### src/rtl/fifo_wr_arbiter_pkg.sv
// Shared definitions for the FIFO write-port arbiter: state encoding, id-width
// helper and the {id, data} layout of a FIFO write word.
package fifo_wr_arbiter_pkg;

  typedef enum logic {
    IDLE = 1'b0,
    LOCK = 1'b1
  } arb_state_e;

  localparam int DEF_N  = 4;
  localparam int DEF_DW = 16;

  // Width of a source id for n requesters; never narrower than one bit.
  function automatic int id_width(input int n);
    return ($clog2(n) < 1) ? 1 : $clog2(n);
  endfunction

  // The id sits directly above the beat data in fifo_wr_data.
  function automatic int wr_id_lsb(input int dw);
    return dw;
  endfunction

  function automatic int wr_id_msb(input int dw, input int idw);
    return dw + idw - 1;
  endfunction

  function automatic int wr_data_msb(input int dw);
    return dw - 1;
  endfunction

endpackage

### src/rtl/fifo_wr_arbiter_rr_pick.sv
// Rotating-priority encoder: returns the first set request found when scanning
// from start upwards, wrapping modulo N. Purely combinational.
module fifo_wr_arbiter_rr_pick #(
  parameter int N  = 4,
  parameter int IW = 2
) (
  input  logic [N-1:0]  req,
  input  logic [IW-1:0] start,
  output logic [IW-1:0] idx,
  output logic          any
);

  int              pos;
  logic [IW-1:0]   pos_idx;

  // Scan from the farthest offset back to start so the nearest hit wins.
  always_comb begin
    idx     = '0;
    any     = |req;
    pos     = 0;
    pos_idx = '0;
    for (int k = N - 1; k >= 0; k--) begin
      pos = int'(start) + k;
      if (pos >= N) begin
        pos = pos - N;
      end
      pos_idx = IW'(pos);
      if (req[pos_idx]) begin
        idx = pos_idx;
      end
    end
  end

endmodule

### src/rtl/fifo_wr_arbiter.sv
// Round-robin arbiter sharing one FIFO write port among N requesters, with
// packet lock so a granted requester keeps the port until its last beat.
module fifo_wr_arbiter
  import fifo_wr_arbiter_pkg::*;
#(
  parameter int N   = DEF_N,
  parameter int DW  = DEF_DW,
  parameter int IDW = id_width(N)
) (
  input  logic              clk,
  input  logic              rst_n,
  input  logic [N-1:0]      req_valid,
  input  logic [N*DW-1:0]   req_data,
  input  logic [N-1:0]      req_last,
  output logic [N-1:0]      req_ready,
  input  logic              fifo_full,
  output logic              fifo_wr_en,
  output logic [DW+IDW-1:0] fifo_wr_data,
  output logic              busy,
  output logic [15:0]       pkt_count
);

  localparam int ID_LSB   = wr_id_lsb(DW);
  localparam int ID_MSB   = wr_id_msb(DW, IDW);
  localparam int DATA_MSB = wr_data_msb(DW);

  // Handshake: a beat of requester i transfers in the cycle where
  // req_valid[i] and req_ready[i] are both high; req_ready also drives
  // fifo_wr_en, so every transfer is exactly one FIFO write.

  arb_state_e     state, state_n;
  logic [IDW-1:0] rr_ptr, rr_ptr_n;
  logic [IDW-1:0] owner, owner_n;
  logic [15:0]    pkt_count_n;

  logic [IDW-1:0] pick_idx;
  logic           pick_any;
  logic [IDW-1:0] grant;
  logic           grant_valid;
  logic           grant_last;
  logic           accept;

  function automatic logic [IDW-1:0] ptr_after(input logic [IDW-1:0] p);
    return (int'(p) == N - 1) ? '0 : p + IDW'(1);
  endfunction

  fifo_wr_arbiter_rr_pick #(
    .N  (N),
    .IW (IDW)
  ) u_rr_pick (
    .req   (req_valid),
    .start (rr_ptr),
    .idx   (pick_idx),
    .any   (pick_any)
  );

  // In LOCK the owner is the only candidate, even while its valid is low.
  always_comb begin
    grant       = pick_idx;
    grant_valid = pick_any;
    if (state == LOCK) begin
      grant       = owner;
      grant_valid = req_valid[owner];
    end
    grant_last = req_last[grant];
    accept     = grant_valid & ~fifo_full & rst_n;
  end

  always_comb begin
    req_ready    = '0;
    fifo_wr_en   = accept;
    fifo_wr_data = '0;
    busy         = rst_n & (state == LOCK);
    if (accept) begin
      req_ready[grant] = 1'b1;
    end
    if (rst_n) begin
      fifo_wr_data[ID_MSB:ID_LSB] = grant;
      fifo_wr_data[DATA_MSB:0]    = req_data[int'(grant)*DW +: DW];
    end
  end

  always_comb begin
    state_n     = state;
    rr_ptr_n    = rr_ptr;
    owner_n     = owner;
    pkt_count_n = pkt_count;
    case (state)
      IDLE: begin
        if (accept && grant_last) begin
          rr_ptr_n    = ptr_after(grant);
          pkt_count_n = pkt_count + 16'd1;
        end else if (accept) begin
          state_n = LOCK;
          owner_n = grant;
        end
      end
      LOCK: begin
        if (accept && grant_last) begin
          state_n     = IDLE;
          rr_ptr_n    = ptr_after(owner);
          pkt_count_n = pkt_count + 16'd1;
        end
      end
      default: state_n = IDLE;
    endcase
  end

  always_ff @(posedge clk) begin
    if (!rst_n) begin
      state     <= IDLE;
      rr_ptr    <= '0;
      owner     <= '0;
      pkt_count <= '0;
    end else begin
      state     <= state_n;
      rr_ptr    <= rr_ptr_n;
      owner     <= owner_n;
      pkt_count <= pkt_count_n;
    end
  end

endmodule

### config.mk
export PLATFORM = sky130hd
export DESIGN_NAME = fifo_wr_arbiter
export DESIGN_NICKNAME = d
export VERILOG_FILES = /design/src/rtl/fifo_wr_arbiter_pkg.sv /design/src/rtl/fifo_wr_arbiter_rr_pick.sv /design/src/rtl/fifo_wr_arbiter.sv
export SDC_FILE = /design/constraint.sdc
export NUM_CORES = 1
export LEC_CHECK = 0
export ABC_AREA = 1
export CAP_MARGIN = 20
export CORE_MARGIN = 4
export CORE_UTILIZATION = 43
export DETAILED_ROUTE_END_ITERATION = 10
export PLACE_DENSITY = 0.94
export SYNTH_ARGS = -nofsm -noshare
export SYNTH_HDL_FRONTEND = slang
export SYNTH_SLANG_ARGS = --single-unit
### constraint.sdc
create_clock -name clk -period 4.9 [get_ports clk]
set_input_delay 1.225 -clock clk [delete_from_list [all_inputs] [get_ports clk]]
set_output_delay 1.225 -clock clk [all_outputs]
set_load 0.05 [all_outputs]
== Yosys cells after proc, flatten, opt, wreduce, memory -nomap -nowiden ==
Index checks and enable logic that the tools add are counted.
Storage, ports and cells
  register bits after elaboration: 21
  bits of input ports: 75
  output and inout bits: 40
Cells by class
  add/subtract/negate cells: 10
  magnitude comparators: 11
  eq/ne operators: 4
  shifts and indexed selects: 1
  mux-type cells: 36
  bitwise operators: 6
  reduce and logical (&&, ||, !) cells: 5
Operator list (number)
  $shiftx 64x7->16: 1
  $mux 2: 13
  $lt 2x3->1 const B: 6
  $mux 18: 1
  $add 16x1->16 const B: 1
  $mux 16: 1
  $bmux 1 s2: 6
  $mux 1: 11
  $ge 3x3->1 const B: 3
  $sub 2x1->2 const B: 4
  $add 2x2->3 const B: 2
  $add 2x1->2 const B: 2
  $eq 2x1->1 const B: 2
  $mux 4: 1
  $pmux 2 s2: 1
  $reduce_or 4->1: 1
  $add 2x1->3 const B: 1
  $and 1x1->1: 3
  $ge 2x3->1 const B: 1
  $not 1->1: 3
  $reduce_and 3->1: 1
  $demux 1 s2: 1
  $ge 2x1->1 const B: 1
  $logic_and 1x1->1: 2
  other kinds (4): 4

== Depth between registers and ports, before layout ==
Gate-level depths: netlist of the first run.
  word-level depth: 15
  depth in mapped cells: 18
  depth with buffers taken out: 17

== Modules after synthesis ==
A second synthesis of the first run with hierarchy kept.
Second synthesis, totals
  cells, all modules: 385
  area total of the unflattened synthesis: 2218.4 sq um
Modules (own cells, without submodules)
  fifo_wr_arbiter: instances 1, cells each 339, area an instance 2029.4 sq um, sequential area each 420.4 sq um
  fifo_wr_arbiter_rr_pick: instances 1, cells each 46, area an instance 188.9 sq um, sequential area each 0.0 sq um

== Least setup slack after synthesis of the first run ==
No wires, ideal clock.
  kind: input to output
  start: input port req_valid[3]
  end: output port fifo_wr_data[11]
  data arrival time: 3.254 ns
  setup slack: 0.421 ns
  cell stages on the path: 15
  cell sequence: inv_1 o21ai_1 nand2_1 nand2_1 nand2_1 nand2_1 nand2_1 nand2_1 nand2_2 nand2_4 nand2_1 inv_1 buf_2 o21ai_0 o22ai_1
Between the ends
  longest elaborated chain between the ends: 9
  elaborated cells between the ends (all ways): 15
  classes of those cells: 1 x shift; 14 x mux
Ends and longest elaborated chain
  from (decl): RTL line fifo_wr_arbiter.sv:12  | input logic [N-1:0] req_valid,
  $bmux 1 s2: RTL line fifo_wr_arbiter_rr_pick.sv:28  | if (req[pos_idx]) begin
  $mux 1 (not written as such): RTL line fifo_wr_arbiter_rr_pick.sv:28
  $mux 2 (3 in a row): RTL line fifo_wr_arbiter_rr_pick.sv:28
  $mux 2 (*): RTL line fifo_wr_arbiter_rr_pick.sv:28
  $mux 2 (*): RTL line fifo_wr_arbiter.sv:61  | if (state == LOCK) begin
  net grant[1]: RTL line fifo_wr_arbiter.sv:38  | logic [IDW-1:0] grant;
  $shiftx 64x7->16 (*): RTL line fifo_wr_arbiter.sv:79  | fifo_wr_data[DATA_MSB:0] = req_data[int'(grant)*DW +: DW];
  $mux 18 (*): RTL line fifo_wr_arbiter.sv:77  | if (rst_n) begin
  to (decl): RTL line fifo_wr_arbiter.sv:18  | output logic [DW+IDW-1:0] fifo_wr_data,
The timed path passes the listed nets; every way through them passes the cells marked *. The select of a mux whose other input is x is not followed.

== Final worst setup path of the first run ==
  start: input port req_valid[3]
  end: output port fifo_wr_data[3]
The elaborated chain is that of the path after synthesis.

==> flow_metrics.tcl, run 1 <==
set metrics [dict create \
    die_x_um 78.7 \
    ir_drop_mv 0.227 \
    drive_gt1_frac 0.161 \
    grt_pass1_vias 2796 \
    vias 2808 \
    crit_end "fifo_wr_data[3]" \
    critPathLaunchType "primary input" \
    setup_viol 0 \
    grt_pass1_wl_um 12900 \
    slowest_stage "clkdlybuf4s50_1" \
    post-route-drc-count 0 \
    grt_use_met2 0.468 \
    die_y_um 78.7 \
    cp_data_required_time_ns 3.67 \
    fin_crit_ns 4.66 \
    slew_headroom 0.649 \
    crit_chain "clkdlybuf4s50_1, inv_1, o21ai_1, nand2_1, nand2_1, nand2_1, nand2_1, nand2_1, nand2_1, nand2_2, nand2_4, nand2_1, clkinvlp_4, o21ai_0, o22ai_1, buf_12" \
    ys_seq_area_frac 0.195 \
    synthCells 346 \
    cts_tree "yes" \
    numPortBuffers 114 \
    cts_sinks 21 \
    rr_worst_depth 14 \
    cp_top_family "buffers and inverters" \
    syn-num-nets 427 \
    synth_edf_count 0 \
    hold_path_class "flop to flop" \
    grt_max_degree 39 \
    grt.overflow.total 0 \
    worstMarginPinSlew_ns 0.525 \
    n_antenna_cell 0 \
    die_area_um2 6200 \
    htreeDepth 1 \
    syn_area_um2 2150 \
    gp_congestion 0.929 \
    drv_slew 0 \
    hpwlAfterDp_um 6170 \
    ys_warn_count 0 \
    fmax_ghz 0.214 \
    clockBufferDepth 2 \
    ys_types 32 \
    layout_commonest_cell "clkdlybuf4s50_1" \
    path_class "primary input to output pin" \
    coreArea_um2 4790 \
    busiest_layer "met2" \
    finalCritPeriodShare 0.952 \
    grtUsageMet1 0.290 \
    r2r_start "rr_ptr[0]" \
    ant_nets 0 \
    critPathMaxFanout 12 \
    track_usage 0.253 \
    grt_util_met3 0.0488 \
    routed_wl_um 7970 \
    hold_viol 0 \
    dr.pass1.iters 4 \
    placed_cells 516 \
    clock_latency_ns 0.26 \
    cp-startpoint "req_valid[3]" \
    yosys.area.top_type_share 0.195 \
    drv_cap 0 \
    cts_made_buffers 3 \
    status "complete, no violations" \
    synth_seq_cells 21 \
    power_density_nw_per_um2 280 \
    start_util 0.449 \
    crit_buf_inv 4 \
    syn_avg_cell_area_um2 6.22 \
    crit_top_cell "nand2_1" \
    area_growth_pct 67.4 \
    cp.depth 16 \
    hold_buffers 0 \
    cp.arrival_ns 3.44 \
    mostFrequentLayoutCells "91 x clkdlybuf4s50_1, 66 x nand2_1, 61 x nor2_1" \
    cts_root_buffer "clkbuf_8" \
    synth_largest_area_cell "dfxtp_1" \
    cp-end-kind "output pin" \
    viasPerCell 5.40 \
    fin_tns_setup_ns 0 \
    ys_top_cells_by_area "dfxtp_1 20%, nand2_1 12%, nor2_1 11%, o21ai_0 7.0%, nand3_2 6.5%" \
    path_clk_slew_ns 0.08 \
    synthArstFlopShare 0 \
    r2r_end "owner[0]" \
    rsz0062_at_grt "false" \
    ff2ff_setup_slack_ns 2.21 \
    drt_iter0_drc 151 \
    synth_flop_cell "dfxtp_1" \
    nFillCells 321 \
    power.leakage_uw 0.00137 \
    rows 25 \
    fin_skew_ns 0.00226 \
    slowest_delay_ns 0.45 \
    io_pins 115 \
    antenna_found_initial 0 \
    routedWlPerCell_um 15.3 \
    nNetsFinal 535 \
    finalNonFillerCells 520 \
]
[report_power, final]
| group | switching, uW | internal, uW |
|---|---|---|
| logic | 414 | 292 |
| clock network | 59.6 | 56.8 |
| registers | 11.4 | 176 |
| total | 485 | 525 |
[layout make-up]
type | instances | area, um2 | share of cell area
clock inverters | 1 | 5.00 | 0.00139
clock buffers | 3 | 41.3 | 0.0115
flip-flops and latches | 21 | 420 | 0.117
well taps | 67 | 83.8 | 0.0233
inverters | 30 | 124 | 0.0344
multi-input cells | 278 | 1510 | 0.418
repair buffers | 120 | 1420 | 0.395
[cell families (layout without fill, tap and decap cells)]
logic type / count (synthesis) / count (layout) / synth area share
AND/OR/NAND/NOR: 180 / 180 / 0.398
flip-flops: 21 / 21 / 0.195
AO/OA/AOI/OAI: 78 / 78 / 0.207
XOR/XNOR: 14 / 14 / 0.0570
adder cells (fa/ha/maj): 6 / 6 / 0.0349
buffers and inverters: 47 / 154 / 0.108
[registers in the layout (all words and copies together) (netlist names), named ones only]
name and count:
rr_ptr 2, pkt_count 16, owner 2
[per-stage QoR]
stage	utilization	setup slack, ns	total power, uW	instance area [um2]	hold WS, ns
finish	0.752	0.238	1010	3600	0.515
global route	0.752	0.00126	1070	3600	0.526
CTS	0.749	0.163	1000	3590	0.515
detailed placement	0.740	0.187	887	3540	0.501
global placement	0.740	0.316	870	3540	0.488
floorplan	-	0.421	608	2150	0.517
[routing by layer]
metal | wire length [um] | vias to the layer above
li1 | - | 1361
met1 | 3050 | 1314
met2 | 4230 | 106
met3 | 436 | 27
met4 | 252 | 0
met5 | 0 | -
[tightest hold or removal path, stage by stage, from the launching register on]
cell and delay (ns):
dfxtp_1 0.34, nand2_1 0.09, a21oi_2 0.05
[what timing repair did]
action | 4_1_cts | 5_1_grt
gates resized for setup | 0 | 3
setup endpoints to repair | 0 | 11
buffers inserted | 0 | 0
[cell usage after synthesis (3+ instances only)]
master    instances
nor3_1            3
nor4_1            3
inv_2             3
a21oi_2          10
dfxtp_1          21
xor2_1            7
nand2_4           3
nand2_1          66
nand3_1          21
xnor2_1           7
o21ai_1           8
clkbuf_1          4
nor2_1           61
o21ai_0          30
inv_1            24
a21oi_1          18
buf_4             4
buf_2             7
o22ai_1          11
ha_1              6
nand4_1           3
nand3_2          14
nand2_2           3
[worst min-delay path by stage]
| stage | to | slack, ns | cells past startpoint | start |
|---|---|---|---|---|
| after floorplan | rr_ptr[1] | 0.52 | 2 | rr_ptr[1] |
| after global placement | pkt_count[1] | 0.49 | 2 | pkt_count[1] |
| after detailed placement | pkt_count[5] | 0.50 | 2 | pkt_count[5] |
| after CTS | pkt_count[5] | 0.51 | 2 | pkt_count[5] |
| after global routing | pkt_count[5] | 0.53 | 2 | pkt_count[5] |
| final | pkt_count[5] | 0.51 | 2 | pkt_count[5] |
(Power assumes the default switching activity.)
==> inputs of run 2 (changes only) <==
--- a/config.mk
+++ b/config.mk
@@ -8,9 +8,11 @@
 export ABC_AREA = 1
 export CAP_MARGIN = 20
 export CORE_MARGIN = 4
-export CORE_UTILIZATION = 43
+export CORE_UTILIZATION = 40
+export CTS_CLUSTER_DIAMETER = 120
 export DETAILED_ROUTE_END_ITERATION = 10
-export PLACE_DENSITY = 0.94
+export MAX_ROUTING_LAYER = met4
+export PLACE_DENSITY = 0.89
 export SYNTH_ARGS = -nofsm -noshare
 export SYNTH_HDL_FRONTEND = slang
 export SYNTH_SLANG_ARGS = --single-unit
==> run 2 against run 1 <==
  * Critical path depth is 1 lower
  * Utilization decreased by 5.7 points
  * Critical path type unchanged
  * Register-to-register slack worse by 0.18 ns
  * Worst setup slack worse by 0.024 ns
  * Die area is 6.7% higher
  * Worst hold slack better by 0.00081 ns
  * Flip-flop and latch count did not move
==> flow_metrics.tcl, run 2 (same netlist as run 1, synthesis figures left out) <==
set metrics [dict create \
    largest_reg_flops 16 \
    start_util 0.416 \
    rows 26 \
    cp.arrival_ns 3.46 \
    hold_depth 2 \
    coreArea_um2 5170 \
    worstMarginPinSlew_ns 0.549 \
    slowest_stage "clkdlybuf4s50_1" \
    vias 2786 \
    numPortBuffers 114 \
    rr_worst_depth 14 \
    layout_commonest_cell "clkdlybuf4s50_1" \
    status "complete, no violations" \
    n_antenna_cell 0 \
    placed_cells 518 \
    multi_input_area_um2 1510 \
    grt_max_degree 39 \
    die_x_um 81.3 \
    reg_top3 "pkt_count: 16 flops, owner: 2 flops, rr_ptr: 2 flops" \
    fin_tns_setup_ns 0 \
    clockBufferDepth 2 \
    dr.pass1.iters 4 \
    hold_buffers 0 \
    mostFrequentLayoutCells "91 x clkdlybuf4s50_1, 66 x nand2_1, 61 x nor2_1" \
    hold_path_class "flop to flop" \
    critPathLaunchType "primary input" \
    crit_chain "clkdlybuf4s50_1, inv_1, nand2_1, nand3_1, nand2_1, nand3_2, nand2_1, nand2_1, nand3_2, nand2_2, inv_2, buf_6, o21ai_0, o22ai_1, buf_12" \
    clock_latency_ns 0.26 \
    seq_area_um2 420 \
    slew_headroom 0.633 \
    nNetsFinal 534 \
    critPathMaxFanout 20 \
    drv_slew 0 \
    fmax_ghz 0.213 \
    ir_drop_mv 0.199 \
    cts_sinks 21 \
    hold_slack_ns 0.516 \
    cts_root_buffer "clkbuf_8" \
    viasPerCell 5.34 \
    post-route-drc-count 0 \
    drive_gt1_frac 0.159 \
    slowest_delay_ns 0.50 \
    dpl_worst_slack_ns 0.156 \
    setup_viol 0 \
    fin_crit_ns 4.69 \
    finalNonFillerCells 522 \
    cp-end-kind "output pin" \
    path_class "primary input to output pin" \
    power_density_nw_per_um2 279 \
    fin_skew_ns 0.000821 \
    gp_congestion 0.869 \
    top_register "pkt_count" \
    cp.depth 15 \
    drt_iter0_drc 181 \
    crit_top_cell "nand2_1" \
    cts_made_buffers 3 \
    nFillCells 414 \
    ant_nets 0 \
    cts_tree "yes" \
    hold_viol 0 \
    drv_cap 0 \
    area_growth_pct 67.2 \
    antenna_found_initial 0 \
    grt.overflow.total 0 \
    track_usage 0.236 \
    hpwlAfterDp_um 6170 \
    routedWlPerCell_um 15.1 \
    io_pins 115 \
    cp_top_family "buffers and inverters" \
    crit_buf_inv 5 \
    grt_pass1_vias 2632 \
    grt_pass1_wl_um 12100 \
    die_y_um 81.3 \
    finalCritPeriodShare 0.956 \
    power.leakage_uw 0.00136 \
    routed_wl_um 7900 \
    postCtsSetupBuffers 0 \
    cts_resized 0 \
    cp_data_required_time_ns 3.67 \
    setup_ws_ns 0.213 \
    path_clk_slew_ns 0.08 \
    htreeDepth 1 \
    die_area_um2 6610 \
]
[run 2: cell types whose count changed in the layout (fill, tap and decap cells not counted), sizes merged]
cell / change
buf: -1
[run 2: path summary, 6_finish.rpt]
path / from / to / slack (ns)
hold reg to reg: pkt_count[5] / pkt_count[5] / 0.52
hold / removal: pkt_count[5] / pkt_count[5] / 0.52
setup / recovery: req_valid[2] / fifo_wr_data[15] / 0.21
setup reg to reg: rr_ptr[0] / owner[0] / 2.03
[run 2: worst reg2reg max path, stage by stage (launching register included)]
cell and delay [ns]:
dfxtp_1 0.55, inv_1 0.17, nand2_1 0.13, nand3_1 0.11
nand2_1 0.10, nand3_2 0.07, nand3_1 0.09, nand3_2 0.11
nand2_2 0.09, buf_4 0.36, nand2_1 0.15, nand3_2 0.14
nand3_2 0.36, a21oi_1 0.26, nor2_1 0.07
[run 2: cell type report]
| class | count | area share |
|---|---|---|
| clock buffers | 3 | 0.0115 |
| flip-flops and latches | 21 | 0.117 |
| repair buffers | 119 | 0.393 |
| well taps | 70 | 0.0244 |
| inverters | 30 | 0.0344 |
| multi-input cells | 278 | 0.419 |
| clock inverters | 1 | 0.00139 |
[run 2: metal layers]
metal	up-vias	share of wire	track usage
li1	1352	-	-
met1	1275	0.40	0.287
met2	133	0.52	0.403
met3	26	0.051	0.0188
met4	0	0.029	0.0895
met5	-	0	-
[run 2: power by group]
part	internal, uW	total [uW]	switching [uW]	leakage (uW)
clock	56.7	116	58.8	0.0000255
sequential	176	188	11.3	0.000170
combinational	289	702	413	0.00117
total	522	1000	483	0.00136
[run 2: through the flow]
step	util	area (um2)	total power, uW
final	0.695	3600	1000
after detailed placement	0.684	3540	883
after global placement	0.684	3540	868
after floorplan	-	2150	608
after global routing	0.695	3600	1070
after CTS	0.693	3580	999
==> inputs of run 3 (changes only) <==
--- a/config.mk
+++ b/config.mk
@@ -11,6 +11,7 @@
 export CORE_UTILIZATION = 40
 export CTS_CLUSTER_DIAMETER = 120
 export DETAILED_ROUTE_END_ITERATION = 10
+export HOLD_SLACK_MARGIN = 0.12
 export MAX_ROUTING_LAYER = met4
 export PLACE_DENSITY = 0.89
 export SYNTH_ARGS = -nofsm -noshare
==> results of run 3 <==
No change in the layout: final DEF, timing and power equal those of run 2.
